`config.mk`:
```
export PLATFORM = sky130hd
export DESIGN_NAME = psum_accumulator
export DESIGN_NICKNAME = d
export VERILOG_FILES = /design/src/rtl/psum_pkg.sv /design/src/rtl/psum_shift_ext.sv /design/src/rtl/psum_accumulator.sv
export SDC_FILE = /design/constraint.sdc
export NUM_CORES = 1
export LEC_CHECK = 0
export ABC_AREA = 1
export CAP_MARGIN = 20
export CELL_PAD_IN_SITES_DETAIL_PLACEMENT = 0
export CELL_PAD_IN_SITES_GLOBAL_PLACEMENT = 1
export CORE_UTILIZATION = 30
export DETAILED_ROUTE_END_ITERATION = 12
export DONT_BUFFER_PORTS = 1
export PLACE_DENSITY = 0.56
export SLEW_MARGIN = 20
export SYNTH_ARGS = -nofsm -noshare
export SYNTH_HDL_FRONTEND = slang
export SYNTH_HIERARCHICAL = 1
export SYNTH_SLANG_ARGS = --single-unit
```
`constraint.sdc`:
```
create_clock -name i_clk -period 2 [get_ports i_clk]
set_input_delay 0.4 -clock i_clk [delete_from_list [all_inputs] [get_ports i_clk]]
set_output_delay 0.4 -clock i_clk [all_outputs]
set_load 0.005 [all_outputs]
```
`src/rtl/psum_pkg.sv`:
```
// Shared types, default widths and helpers for the partial-sum accumulator.
package psum_pkg;

    localparam int IN_W_D    = 10;
    localparam int SHIFT_W_D = 4;
    localparam int ACC_W_D   = 32;
    localparam int CNT_W_D   = 8;

    typedef enum logic [1:0] {
        ST_IDLE  = 2'd0,
        ST_ACCUM = 2'd1,
        ST_DONE  = 2'd2
    } psum_state_e;

    // Two's-complement add overflows when both addends share a sign the sum lacks.
    function automatic logic add_ovf(input logic a_msb, input logic b_msb, input logic s_msb);
        return (a_msb == b_msb) && (s_msb != a_msb);
    endfunction

endpackage

```
`src/rtl/psum_shift_ext.sv`:
```
// Sign-extends a PE partial sum to accumulator width and applies its brick shift.
module psum_shift_ext
    import psum_pkg::*;
#(
    parameter int IN_W    = IN_W_D,
    parameter int SHIFT_W = SHIFT_W_D,
    parameter int ACC_W   = ACC_W_D
) (
    input  logic [IN_W-1:0]    i_sum,
    input  logic [SHIFT_W-1:0] i_shift,
    output logic [ACC_W-1:0]   o_operand
);

    logic [ACC_W-1:0] w_ext;

    assign w_ext     = {{(ACC_W-IN_W){i_sum[IN_W-1]}}, i_sum};
    // Bits pushed above ACC_W are dropped; the result wraps by design.
    assign o_operand = w_ext << i_shift;

endmodule

```
`src/rtl/psum_accumulator.sv`:
```
// Shift-add accumulator: folds a programmed number of PE partial sums into one result.
module psum_accumulator
    import psum_pkg::*;
#(
    parameter int IN_W    = IN_W_D,
    parameter int SHIFT_W = SHIFT_W_D,
    parameter int ACC_W   = ACC_W_D,
    parameter int CNT_W   = CNT_W_D
) (
    input  logic               i_clk,
    input  logic               i_reset,
    input  logic               i_start,
    input  logic [CNT_W-1:0]   i_cfg_len,
    input  logic               i_in_valid,
    output logic               o_in_ready,
    input  logic [IN_W-1:0]    i_in_sum,
    input  logic [SHIFT_W-1:0] i_in_shift,
    output logic               o_out_valid,
    input  logic               i_out_ready,
    output logic [ACC_W-1:0]   o_out_data,
    output logic               o_out_ovf,
    output logic               o_busy
);

    psum_state_e      r_state, w_state_nxt;
    logic [ACC_W-1:0] r_acc;
    logic [CNT_W-1:0] r_cnt;
    logic [CNT_W-1:0] r_len;
    logic             r_ovf;
    logic [ACC_W-1:0] r_out_data;
    logic             r_out_ovf;

    logic [ACC_W-1:0] w_operand;
    logic [ACC_W-1:0] w_sum;
    logic             w_beat_ovf;
    logic             w_accept;
    logic             w_last;
    logic             w_handshake;
    logic             w_load;
    logic [CNT_W-1:0] w_len_cfg;

    psum_shift_ext #(
        .IN_W    (IN_W),
        .SHIFT_W (SHIFT_W),
        .ACC_W   (ACC_W)
    ) u_shift_ext (
        .i_sum     (i_in_sum),
        .i_shift   (i_in_shift),
        .o_operand (w_operand)
    );

    assign w_sum       = r_acc + w_operand;
    assign w_beat_ovf  = add_ovf(r_acc[ACC_W-1], w_operand[ACC_W-1], w_sum[ACC_W-1]);
    assign w_accept    = (r_state == ST_ACCUM) && i_in_valid;
    assign w_last      = w_accept && (r_cnt == r_len - CNT_W'(1));
    assign w_handshake = (r_state == ST_DONE) && i_out_ready;
    assign w_load      = i_start && ((r_state == ST_IDLE) || w_handshake);
    assign w_len_cfg   = (i_cfg_len == '0) ? CNT_W'(1) : i_cfg_len;

    always_ff @(posedge i_clk or negedge i_reset) begin
        if (!i_reset) r_state <= ST_IDLE;
        else          r_state <= w_state_nxt;
    end

    always_comb begin
        w_state_nxt = r_state;
        case (r_state)
            ST_IDLE:  if (i_start) w_state_nxt = ST_ACCUM;
            ST_ACCUM: if (w_last)  w_state_nxt = ST_DONE;
            ST_DONE:  if (i_out_ready) w_state_nxt = i_start ? ST_ACCUM : ST_IDLE;
            default:  w_state_nxt = ST_IDLE;
        endcase
    end

    always_ff @(posedge i_clk or negedge i_reset) begin
        if (!i_reset) begin
            r_acc      <= '0;
            r_cnt      <= '0;
            r_len      <= '0;
            r_ovf      <= 1'b0;
            r_out_data <= '0;
            r_out_ovf  <= 1'b0;
        end else if (w_load) begin
            r_acc <= '0;
            r_cnt <= '0;
            r_len <= w_len_cfg;
            r_ovf <= 1'b0;
        end else if (w_accept) begin
            r_acc <= w_sum;
            r_cnt <= r_cnt + CNT_W'(1);
            r_ovf <= r_ovf | w_beat_ovf;
            // Result registers only move on the closing beat so DONE presents a stable value.
            if (w_last) begin
                r_out_data <= w_sum;
                r_out_ovf  <= r_ovf | w_beat_ovf;
            end
        end
    end

    assign o_in_ready  = (r_state == ST_ACCUM);
    assign o_out_valid = (r_state == ST_DONE);
    assign o_busy      = (r_state != ST_IDLE);
    assign o_out_data  = r_out_data;
    assign o_out_ovf   = r_out_ovf;

endmodule

```
==> summary.md <==
| Metric | Value |
|---|---|
| Initial antenna violation count | `0` |
| Setup WS pre-CTS | `-0.741 ns` |
| Final Hold Violating Endpoints | `84` |
| Clock Pin Slew Worst Setup and Hold Paths | `0.06 ns` |
| Die width | `147 um` |
| # IOs | `63` |
| Fmax | `0.486 GHz` |
| Top cells by area, synth | `dfrtp_1, nand2_1, ha_1` |
| Die ar. | `21,700 um^2` |
| Num CTS Buffers | `9` |
| DR DRC count | `0` |
| Post-synthesis cell type count | `31` |
| Row count | `52` |
| R2R setup slack | `-0.01 ns` |
| Core area | `20,500 um^2` |
| Final ANT Viol Nets | `0` |
| Detailed-route vias per instance | `4.76` |
| H-tree depth | `3` |
| Routed vias | `6,437` |
| IO Port Bufs | `0` |
| Worst Max-Slew Pin Slew | `0.462 ns` |
| Outcome | `complete, but fails checks` |
| CP required | `2.22 ns` |
| Vias in the first global route | `6,470` |
| Final worst-path cycle share | `103%` |
| Crit Path Category | `in -> reg` |
| Starting density of the core | `30.9%` |
| Antenna cells | `0` |
| Worst skew pair latency | `0.35 ns` |
| Clock Path Buffers | `2` |
| DRT Pass-1 Iters | `5` |
| Max cap viols | `0` |
| PD cells | `1340 nW/um^2` |
| Drt total wl | `22,200 um` |
| Syn avg cell area | `6.45 um^2` |
| Total gr overflow | `0` |
| Kind of end point of the critical path | `flop` |
| Data arrival, critical path | `2.28 ns` |
| Area Overhead vs Synth | `52.8%` |
| Share of cells above drive strength 1 | `42.8%` |
| Global-route wire length before repair | `34,600 um` |
| Setup repair after global routing missed its margin | `true` |
| Final min period | `2.06 ns` |
| Syn nets | `1,043` |
| Share of the yosys chip area belonging to registers | `33.2%` |
| Total negative slack | `-0.554 ns` |
| Ys Warns | `6` |
| Final worst setup slack | `-0.0575 ns` |
| Clock Skew | `0.0105 ns` |
| Post-Syn Instances | `982` |
| Final GP Congestion | `0.810` |
| Failing checks | `hold timing, setup timing` |
| Fin nets | `1,140` |
| Hold Worst Slack | `-0.257 ns` |
| RR Startpoint | `r_acc[1]` |
| Gr usage total | `20.8%` |
| CTS tree | `done` |
| Final setup viols | `23` |
| Slew headroom | `69.2%` |
| Type of origin of the critical path | `input port` |
| Root buffer cell | `clkbuf_16` |
| FF/Latch Area | `2100 um^2` |
| Slew Viols, Final | `0` |
| Clk sink count | `84` |
| Initial DRC count | `298` |
| Largest net degree at the start of global routing | `85` |
| Crit-path max FO | `11` |
| Worst min-delay path class | `in -> async` |
| Filler cells | `2,084` |
| HPWL after DPL | `16,300 um` |
| Worst R2R Path Depth | `12` |
| Synth Cell Area | `6330 um^2` |
| Synth top area share | `33.2%` |
| Pleak | `4.87 nW` |
| DIE HEIGHT | `147 um` |
| Maximum VDD drop | `0.565 mV` |
| Yosys top cell by area | `dfrtp_1` |
| Synthesized flop and latch total | `84` |
| RR Endpoint | `r_acc[15]` |
| Routed len/inst | `16.4 um` |
| Area of the multi-input gates | `5420 um^2` |
[cell type report]
type,instances,area share (%)
inverter,115,4.82
timing repair inverter,1,0.207
clock inverter,4,0.763
clock buffer,11,2.51
multi-input combinational,751,56.1
timing repair buffer,117,10.4
sequential,84,21.7
tap,270,3.49
[routing by layer]
layer	vias up	GRT usage [%]	part of all wire (%)
met1	2992	28.6	48
li1	3305	-	-
met5	-	0	0
met3	22	3.88	4.2
met4	0	5.26	1.8
met2	118	33.4	46
[cell usage after synthesis]
| cell type | n |
|---|---|
| dfrtp_1 | 84 |
| nor2_1 | 65 |
| nor3_1 | 9 |
| o21bai_1 | 9 |
| xor2_1 | 6 |
| a21oi_1 | 40 |
| buf_6 | 5 |
| xnor2_1 | 16 |
| or2_2 | 1 |
| nand3_2 | 3 |
| clkbuf_1 | 7 |
| nor4_1 | 2 |
| a21o_1 | 2 |
| buf_1 | 1 |
| and2_0 | 1 |
| nor3_2 | 1 |
| nand3b_1 | 5 |
| nand4_1 | 7 |
| xor2_2 | 1 |
| o21ai_0 | 39 |
| inv_2 | 4 |
| buf_2 | 10 |
| clkinv_1 | 1 |
| buf_4 | 9 |
| ha_1 | 33 |
| nand3_1 | 77 |
| nand2_1 | 415 |
| o21ai_1 | 16 |
| fa_1 | 1 |
| a22o_1 | 2 |
| inv_1 | 110 |
[worst max path at each step]
stage                             start              to  slack, ns  depth (start not counted)
final                     i_in_shift[0]       r_acc[15]      -0.06                         19
after global routing      i_in_shift[1]  o_out_data[13]      -0.16                         16
after CTS                 i_in_shift[1]  o_out_data[30]      -0.12                         19
after detailed placement  i_in_shift[0]       r_acc[16]      -0.74                         16
after global placement    i_in_shift[1]  o_out_data[30]      -0.81                         19
after floorplan           i_in_shift[0]       r_acc[31]      -0.33                         22
[state kept, by name, summed over array words and instances (netlist names)]
signal,flops
o_out_data,32
o_out_ovf,1
r_acc,32
r_cnt,8
r_len,8
r_ovf,1
r_state,2
[cell usage in the layout (no fill, tap or decap), types with 16 or more instances in the layout]
| master | n |
|---|---|
| inv_1 | 95 |
| nor2_1 | 38 |
| a21oi_1 | 16 |
| buf_4 | 99 |
| ha_4 | 23 |
| nand2_2 | 103 |
| o21ai_1 | 17 |
| dfrtp_1 | 84 |
| nand3_1 | 30 |
| nand2_1 | 264 |
| o21ai_0 | 25 |
| nand3_2 | 38 |
| nand2_4 | 47 |
[through the flow]
stage                     power, W  cells  utilization, %  area (um^2)
after floorplan            0.00660    982               -         6510
after global placement     0.00869   1305            35.6         7290
after detailed placement   0.00866   1305            35.6         7290
after CTS                   0.0118   1328            41.7         8540
after global routing        0.0140   1353            47.2         9680
final                       0.0130   1353            47.2         9680
[power breakdown]
group / internal [W] / switching, W
logic: 0.00360 / 0.00453
clock network: 0.00112 / 0.000750
registers: 0.00236 / 0.000649
total: 0.00708 / 0.00593
[kinds of logic (layout without fill, tap and decap cells)]
logic type,Yosys count,count (layout),synth area share [%]
buffers and inverters,147,248,10.0
xor gates and xnor gates,23,23,3.30
DFF,84,84,33.2
adders and majority gates,34,34,6.84
AOI/OAI and AO/OA,108,108,9.09
and+or+nand+nor,586,586,37.6
[worst max-delay path: stages]
cell and delay [ns]:
inv_16 0.04, nand2_4 0.05, buf_6 0.11, nand3_4 0.06, nand2_2 0.06, nand2_2 0.07
nand2_2 0.07, nor2_4 0.11, ha_4 0.23, buf_6 0.14, nand2_8 0.07, inv_4 0.04
a21oi_4 0.18, nand2_4 0.09, nand2_2 0.09, nand2_4 0.07, buf_4 0.16, xnor2_4 0.16
o21ai_0 0.09
[what timing repair did]
item	CTS	global route
pin swaps	66	117
gates cloned	1	3
resized for setup	210	220
hold endpoints to repair	84	84
buffers inserted	7	22
endpoints found under the setup margin	55	63
(Power assumes the default switching activity.)
